File: src/rtl/mxv_pkg.sv
// Shared types and defaults for the matrix-vector row MAC.
package mxv_pkg;

    typedef enum logic [1:0] {
        IDLE = 2'd0,
        WAIT = 2'd1,
        READ = 2'd2,
        DONE = 2'd3
    } state_t;

    localparam int DEF_DATA_WIDTH    = 8;
    localparam int DEF_VECTOR_LENGTH = 8;
    localparam int DEF_ACC_WIDTH     = 16;

    // Never returns less than 1 so a length-1 vector still gets a real index port.
    function automatic int CeilLog2(input int value);
        int r = 0;
        for (int i = 0; i < 31; i++) begin
            if ((1 << i) < value) r = i + 1;
        end
        return (r < 1) ? 1 : r;
    endfunction

endpackage

File: src/rtl/mxv_mac_unit.sv
// Combinational acc + a*b. Macro MXV_SATURATE_EN clamps the sum at the accumulator maximum,
// otherwise it wraps modulo 2^ACC_WIDTH.
module mxv_mac_unit #(
    parameter int DATA_WIDTH = 8,
    parameter int ACC_WIDTH  = 16
) (
    input  logic [ACC_WIDTH-1:0]  acc,
    input  logic [DATA_WIDTH-1:0] a,
    input  logic [DATA_WIDTH-1:0] b,
    output logic [ACC_WIDTH-1:0]  sum
);
    localparam int PW = 2 * DATA_WIDTH;

    logic [PW-1:0] product;
    assign product = a * b;

`ifdef MXV_SATURATE_EN
    // One guard bit above the wider operand catches every carry out of the accumulator.
    localparam int SW = ((ACC_WIDTH > PW) ? ACC_WIDTH : PW) + 1;
    localparam logic [SW-1:0] ACC_MAX = SW'({ACC_WIDTH{1'b1}});

    logic [SW-1:0] wide;
    assign wide = SW'(acc) + SW'(product);
    assign sum  = (wide > ACC_MAX) ? {ACC_WIDTH{1'b1}} : wide[ACC_WIDTH-1:0];
`else
    assign sum = acc + ACC_WIDTH'(product);
`endif

endmodule

File: src/rtl/mxv_row_mac.sv
// Row dot-product engine: pops one FIFO word per element, multiplies by the addressed
// vector element and publishes the row sum. Overflow mode set by macro MXV_SATURATE_EN.
module mxv_row_mac
    import mxv_pkg::*;
#(
    parameter int DATA_WIDTH      = DEF_DATA_WIDTH,
    parameter int VECTOR_LENGTH   = DEF_VECTOR_LENGTH,
    parameter int ACC_WIDTH       = DEF_ACC_WIDTH,
    parameter int NBITS_FOR_INDEX = CeilLog2(VECTOR_LENGTH)
) (
    input  logic                       clk,
    input  logic                       reset,
    input  logic                       start,
    input  logic                       flag_empty,
    output logic                       pop,
    input  logic [DATA_WIDTH-1:0]      fifo_data,
    input  logic [DATA_WIDTH-1:0]      vector_element,
    output logic [NBITS_FOR_INDEX-1:0] vector_index,
    output logic [ACC_WIDTH-1:0]       row_result,
    output logic                       result_valid,
    output logic                       busy
);
    localparam logic [NBITS_FOR_INDEX-1:0] LAST_IDX = NBITS_FOR_INDEX'(VECTOR_LENGTH - 1);

    state_t               state;
    logic [ACC_WIDTH-1:0] acc;
    logic [ACC_WIDTH-1:0] mac_sum;

    mxv_mac_unit #(
        .DATA_WIDTH (DATA_WIDTH),
        .ACC_WIDTH  (ACC_WIDTH)
    ) u_mac (
        .acc (acc),
        .a   (fifo_data),
        .b   (vector_element),
        .sum (mac_sum)
    );

    // Pop is decided on the flag as seen this cycle; READ always follows, so pops are spaced.
    assign pop  = (state == WAIT) && !flag_empty;
    assign busy = (state != IDLE);

    always_ff @(posedge clk or posedge reset) begin
        if (reset) begin
            state        <= IDLE;
            acc          <= '0;
            vector_index <= '0;
            row_result   <= '0;
            result_valid <= 1'b0;
        end else begin
            case (state)
                IDLE: begin
                    if (start) begin
                        acc          <= '0;
                        vector_index <= '0;
                        state        <= WAIT;
                    end
                end
                WAIT: begin
                    if (pop) state <= READ;
                end
                READ: begin
                    acc <= mac_sum;
                    if (vector_index == LAST_IDX) begin
                        row_result   <= mac_sum;
                        vector_index <= '0;
                        result_valid <= 1'b1;
                        state        <= DONE;
                    end else begin
                        vector_index <= vector_index + 1'b1;
                        state        <= WAIT;
                    end
                end
                DONE: begin
                    result_valid <= 1'b0;
                    state        <= IDLE;
                end
                default: state <= IDLE;
            endcase
        end
    end

endmodule

File: config.mk
export PLATFORM = sky130hd
export DESIGN_NAME = mxv_row_mac
export DESIGN_NICKNAME = d
export VERILOG_FILES = /design/src/rtl/mxv_pkg.sv /design/src/rtl/mxv_mac_unit.sv /design/src/rtl/mxv_row_mac.sv
export SDC_FILE = /design/constraint.sdc
export NUM_CORES = 1
export LEC_CHECK = 0
export ABC_AREA = 0
export BUFFER_PORTS_ARGS = -buffer_cell sky130_fd_sc_hd__buf_4
export CAP_MARGIN = 20
export CORE_MARGIN = 2
export CORE_UTILIZATION = 62
export CTS_BUF_LIST = sky130_fd_sc_hd__clkbuf_2
export DETAILED_ROUTE_END_ITERATION = 8
export PLACE_DENSITY_LB_ADDON = 0.1
export SLEW_MARGIN = 10
export SYNTH_ARGS = -nofsm -noshare
export SYNTH_HDL_FRONTEND = slang
export SYNTH_HIERARCHICAL = 1
export SYNTH_SLANG_ARGS = --single-unit
File: constraint.sdc
create_clock -name clk -period 5.69 [get_ports clk]
set_input_delay 1.138 -clock clk [delete_from_list [all_inputs] [get_ports clk]]
set_output_delay 1.138 -clock clk [all_outputs]
set_load 0.05 [all_outputs]
==> impl_metrics.json, run 1 <==
{
  "status": "complete, no violations",
  "regArea_sq_um": 950.9,
  "multiInputGateArea_sq_um": 2713,
  "synth_nets": 518,
  "first_iter_violations": 75,
  "finalMaxSlewViolations": 0,
  "finClkSkew_ns": 0.01855,
  "routed_wl_mm": 7.972,
  "async_flop_share_pct": 100.0,
  "crit_slowest_cell": "fa_1",
  "drive_gt1_share_pct": 16.52,
  "first_pass_iters": 4,
  "layoutNonFillerInstCount": 531,
  "worstPathCellList": "buf_4 > and2_1 > fa_1 > fa_1 > fa_1 > inv_1 > fa_1 > inv_1 > ha_1 > a21oi_1 > nor2_1 > nor4b_1 > a31o_1 > xnor2_1 > mux2_4",
  "setup_violations": 0,
  "min_period_ns": 4.896,
  "yosysTopAreaCell": "fa_1",
  "final_cell_mix": "inv_1 (99), fa_1 (50), buf_4 (43), nand2_1 (39), dfrtp_1 (38)",
  "placed_cells": 524,
  "syn_area_sq_um": 4088,
  "cp_data_arrival_time_ns": 5.19,
  "synth_edf_count": 0,
  "drc_errors": 0,
  "pwr_density_cell_nw_per_um2": 569.4,
  "r2r_setup_slack_ns": 1.44,
  "hpwl_mm": 6.414,
  "die-area_sq_um": 7258,
  "min_to": "acc[2]$_DFFE_PP0P_",
  "drv_cap": 0,
  "final_common_cell": "inv_1",
  "yosys_most_used_dff": "dfrtp_1",
  "initial_utilization_pct": 64.37,
  "synth_area_per_cell_sq_um": 9.946,
  "slew_headroom_pct": 54.64,
  "period_share_pct": 86.04,
  "die_w_um": 85.20,
  "cts_buffer_depth": 2,
  "cts_buffers": 5,
  "hold_violations": 0,
  "first_global_vias": 2999,
  "crit_required_ns": 5.98,
  "fin_util_pct": 70.70,
  "boundaryPins": 42,
  "holdCritStartpoint": "acc[2]$_DFFE_PP0P_",
  "post_cts_buffers": 0,
  "wl_per_cell_um": 15.01,
  "core_area_sq_um": 6350,
  "synth_top_area_share_pct": 24.49,
  "overflow": 0,
  "ant_nets": 0,
  "numClockSinks": 38,
  "synth_warnings": 6,
  "rows": 29,
  "critical_path_class": "in2reg",
  "critical_path_buf_inv_count": 3,
  "r2r_start": "acc[6]$_DFFE_PP0P_",
  "synth_area_leaders": "fa_1 (24%), dfrtp_1 (23%), ha_1 (11%)",
  "hold_depth": 1,
  "grt_pass1_wl_mm": 13.93,
  "gp_congestion": 0.8491,
  "num_vias": 2924,
  "crit_fanout": 8,
  "p_leak_nw": 2.441,
  "regToRegEndpoint": "row_result[13]$_DFFE_PP0P_",
  "clk_latency_ns": 0.38,
  "fin_setup_tns_ns": 0,
  "crit_top_cell": "fa_1",
  "cp_top_family": "adder cells",
  "clk_pin_slew_ns": 0.18,
  "ys_seq_area_share_pct": 23.26,
  "crit_path_start_kind": "input port",
  "ys_types": 46,
  "max_stage_delay_ns": 0.54,
  "cts_resized": 0,
  "cts_tree": "done",
  "grt_util_all_layers_pct": 24.15,
  "ir_drop_uv": 418.6,
  "cp-end-kind": "register",
  "hp-class": "reg2reg",
  "ctsHtreeMaxLevel": 2,
  "grt_antenna_before_repair": 0,
  "fmax_mhz": 204.3,
  "grt_start_max_net_pins": 39,
  "drt-vias-per-instance": 5.507,
  "final_nets": 561,
  "syn-instance-count": 411,
  "cts_root_buf": "clkbuf_2",
  "ctsHoldBuffers": 0,
  "area_growth_pct": 9.826,
  "synth_seq_cells": 38,
  "n_antenna_cell": 0,
  "rsz0062_at_grt": "no",
  "die_y_um": 85.20,
  "tightest_slew_ns": 0.6804,
  "portBuffers": 41,
  "num-fill-cells": 510,
  "reg2reg_depth": 15
}
## kinds of logic (layout without fill, tap and decap cells)
group	Yosys count	count (layout)	share of synthesized area [%]
mux	16	16	5.234
buf+inv	106	149	10.38
compound gates	51	51	9.765
xor+xnor	9	9	1.928
fa+ha+maj	87	87	35.81
simple gates	104	104	13.62
flops	38	38	23.26
## layout make-up
class                   count  area share (%)
flip-flops and latches     38           21.18
multi-input cells         267           60.42
repair buffers             43           7.191
well taps                  77           2.146
inverters                  99           8.278
clock inverters             2          0.2230
clock buffers               5          0.5574
## sequential cells by signal, summed over array words and instances, names as in the netlist
signal and flops:
vector_index 3, result_valid 1, state 2, row_result 16, acc 16
## per-layer routing
metal	routed length [um]	vias up	GRT usage, %
met5	0	-	0
li1	-	1372	-
met2	4294	45	40.77
met4	98	0	5.483
met1	3409	1496	33.31
met3	169	11	3.599
## report_power, final
group | internal [mW] | leakage (nW) | switching, mW | total [mW]
Clock | 0.0266 | 0.0286 | 0.0826 | 0.109
Sequential | 0.373 | 0.481 | 0.0716 | 0.444
Combinational | 0.811 | 1.93 | 1.19 | 2.00
## through the flow
stage / hold slack [ns] / area (sq um) / total power [mW] / worst slack (ns)
2_1_floorplan: 0.4658 / 4088 / 2.019 / 0.7200
3_3_place_gp: 0.4857 / 4454 / 2.401 / 0.4382
3_5_place_dp: 0.4861 / 4454 / 2.453 / 0.3751
4_1_cts: 0.5290 / 4489 / 2.573 / 0.8043
5_1_grt: 0.5429 / 4489 / 2.834 / 0.6215
6_report: 0.5257 / 4489 / 2.556 / 0.7945
## worst max-delay path by stage
stage / startpoint / endpoint / slack (ns) / depth (start not counted)
global placement: vector_element[7] / row_result[15]$_DFFE_PP0P_ / 0.44 / 15
finish: vector_element[7] / row_result[15]$_DFFE_PP0P_ / 0.79 / 15
detailed placement: vector_element[7] / row_result[15]$_DFFE_PP0P_ / 0.38 / 15
CTS: vector_element[7] / row_result[15]$_DFFE_PP0P_ / 0.80 / 15
floorplan: vector_element[7] / row_result[15]$_DFFE_PP0P_ / 0.72 / 14
global route: vector_element[7] / row_result[15]$_DFFE_PP0P_ / 0.62 / 15
## synthesized netlist by cell type (all sizes together), types with 2 or more instances
| cell type | instances |
|---|---|
| nor2 | 11 |
| o21ai | 5 |
| inv | 99 |
| dfrtp | 38 |
| mux2 | 16 |
| o21bai | 2 |
| nor3 | 2 |
| a22o | 19 |
| or2 | 2 |
| nor2b | 2 |
| nand2 | 39 |
| nand3 | 4 |
| and2 | 32 |
| xnor2 | 8 |
| ha | 37 |
| nand4b | 2 |
| a21oi | 13 |
| fa | 50 |
| nand2b | 3 |
| buf | 6 |
| o21a | 3 |
Note: power is estimated with default switching activity, not from simulation.
==> run 2: changes to the inputs <==
--- a/config.mk
+++ b/config.mk
@@ -6,12 +6,13 @@
 export NUM_CORES = 1
 export LEC_CHECK = 0
 export ABC_AREA = 0
-export BUFFER_PORTS_ARGS = -buffer_cell sky130_fd_sc_hd__buf_4
 export CAP_MARGIN = 20
 export CORE_MARGIN = 2
-export CORE_UTILIZATION = 62
+export CORE_UTILIZATION = 65
 export CTS_BUF_LIST = sky130_fd_sc_hd__clkbuf_2
 export DETAILED_ROUTE_END_ITERATION = 8
+export DONT_BUFFER_PORTS = 1
+export HOLD_SLACK_MARGIN = 0.12
 export PLACE_DENSITY_LB_ADDON = 0.1
 export SLEW_MARGIN = 10
 export SYNTH_ARGS = -nofsm -noshare
==> impl_metrics.json, run 2 (synthesis gave the netlist of run 1 again) <==
{
  "status": "complete, no violations",
  "wl_per_cell_um": 15.81,
  "finalMaxSlewViolations": 0,
  "slew_headroom_pct": 39.15,
  "final_cell_mix": "inv_1 (99), fa_1 (50), nand2_1 (39), dfrtp_1 (38), ha_1 (37)",
  "crit_required_ns": 5.96,
  "max_stage_delay_ns": 0.55,
  "grt_util_all_layers_pct": 24.07,
  "grt_antenna_before_repair": 0,
  "period_share_pct": 83.33,
  "fmax_mhz": 210.9,
  "num_vias": 2740,
  "clk_latency_ns": 0.36,
  "die-area_sq_um": 6939,
  "cp_top_family": "adder cells",
  "cts_buffers": 5,
  "gp_congestion": 0.8680,
  "crit_path_start_kind": "input port",
  "fin_util_pct": 69.76,
  "p_switching_mw": 1.317,
  "drv_cap": 0,
  "rows": 28,
  "cp_data_arrival_time_ns": 5.01,
  "cp-end-kind": "register",
  "rsz0062_at_grt": "no",
  "cp.depth": 14,
  "critical_path_class": "in2reg",
  "ir_drop_uv": 409.7,
  "first_iter_violations": 101,
  "crit_top_cell": "fa_1",
  "reg2reg_depth": 15,
  "area_growth_pct": 2.235,
  "boundaryPins": 42,
  "n_antenna_cell": 0,
  "min_period_ns": 4.741,
  "grt_pass1_wl_mm": 13.49,
  "routed_wl_mm": 7.717,
  "hold_depth": 1,
  "core_area_sq_um": 5991,
  "cts_root_buf": "clkbuf_2",
  "final_common_cell": "inv_1",
  "clk_pin_slew_ns": 0.17,
  "finClkSkew_ns": 0.006599,
  "reg.largest.list": "acc: 16 flops, row_result: 16 flops, vector_index: 3 flops",
  "ctsHoldBuffers": 0,
  "die_y_um": 83.30,
  "post_cts_buffers": 0,
  "pwr_density_cell_nw_per_um2": 584.5,
  "hp-class": "reg2reg",
  "fin_total_pwr_mw": 2.443,
  "final_nets": 520,
  "swShare_pct": 53.91,
  "comb_power_share_pct": 68.4,
  "pwr-share-clk_pct": 4.7,
  "p_leak_nw": 2.242,
  "portBuffers": 0,
  "p_seq_share_pct": 26.9,
  "p_int_mw": 1.126,
  "cts_tree": "done",
  "cts_resized": 0,
  "die_w_um": 83.30,
  "crit_slowest_cell": "fa_1",
  "cts_buffer_depth": 2,
  "drive_gt1_share_pct": 8.232,
  "first_global_vias": 2883,
  "worstPathCellList": "and2_1 > fa_1 > fa_1 > fa_1 > inv_1 > fa_1 > inv_1 > ha_1 > a21oi_1 > nor2_1 > nor4b_1 > a31o_1 > xnor2_1 > mux2_4",
  "drc_errors": 0,
  "initial_utilization_pct": 68.23,
  "crit_fanout": 8,
  "hold_violations": 0,
  "overflow": 0,
  "numClockSinks": 38,
  "ctsHtreeMaxLevel": 2,
  "critical_path_buf_inv_count": 2,
  "first_pass_iters": 6,
  "grt_start_max_net_pins": 39,
  "tightest_slew_ns": 0.9094,
  "ant_nets": 0,
  "drt-vias-per-instance": 5.615,
  "fin_setup_tns_ns": 0,
  "setup_violations": 0,
  "hpwl_mm": 6.333
}
[run 2: cell count changes in the layout (fill, tap and decap cells not counted)]
cell	previous run	this run
buf_4	43	2
clkinv_2	2	0
clkbuf_2	5	7
[run 2: per-stage QoR]
| stage | cell area (sq um) | hold slack (ns) | std cells | setup WS (ns) |
|---|---|---|---|---|
| after floorplan | 4088 | 0.4658 | 411 | 0.7200 |
| after global placement | 4144 | 0.4856 | 481 | 0.5809 |
| after detailed placement | 4144 | 0.4866 | 481 | 0.5324 |
| after CTS | 4179 | 0.5273 | 488 | 0.9452 |
| after global routing | 4179 | 0.5402 | 488 | 0.7153 |
| final | 4179 | 0.5271 | 488 | 0.9486 |
[run 2: layout make-up]
type	count	area, sq um
Sequential cell	38	950.9
Multi-Input combinational cell	267	2713
Inverter	99	371.6
Clock buffer	7	35.03
Tap cell	75	93.84
Fill cell	484	1812
Timing Repair Buffer	2	15.01
[run 2: power by group through the flow]
stage	clock network (mW)	logic [mW]	registers (mW)
6_report	0.114	1.67	0.657
5_1_grt	0.130	1.91	0.669
4_1_cts	0.115	1.68	0.658
3_5_place_dp	0	1.67	0.665
3_3_place_gp	0	1.62	0.661
2_1_floorplan	0	1.38	0.636
[run 2: final timing paths]
kind | from | end | slack [ns]
setup reg to reg | acc[6]$_DFFE_PP0P_ | row_result[13]$_DFFE_PP0P_ | 1.44
min in group asynchronous | reset | vector_index[2]$_DFFE_PP0P_ | 0.74
hold / removal | acc[9]$_DFFE_PP0P_ | acc[9]$_DFFE_PP0P_ | 0.53
max in group asynchronous | reset | acc[14]$_DFFE_PP0P_ | 4.63
setup / recovery | vector_element[7] | row_result[15]$_DFFE_PP0P_ | 0.95
hold reg to reg | acc[9]$_DFFE_PP0P_ | acc[9]$_DFFE_PP0P_ | 0.53
[run 2: worst register-to-register path: stages (launching register included)]
cell and delay, ns:
dfrtp_1 0.38, inv_1 0.07, fa_1 0.53, inv_1 0.05, fa_1 0.49, inv_1 0.05
fa_1 0.46, fa_1 0.55, inv_1 0.04, ha_1 0.35, o21a_1 0.20, o31a_4 0.13
o311ai_4 0.27, and4b_1 0.26, nor3_2 0.06, mux2_2 0.26
[run 2: routing by layer]
metal | vias to the layer above | global-route usage, % | wire (um)
met5 | - | 0 | 0
met4 | 0 | 5.514 | 109
met3 | 12 | 4.076 | 230
met2 | 42 | 40.98 | 4065
met1 | 1394 | 32.45 | 3312
li1 | 1292 | - | -
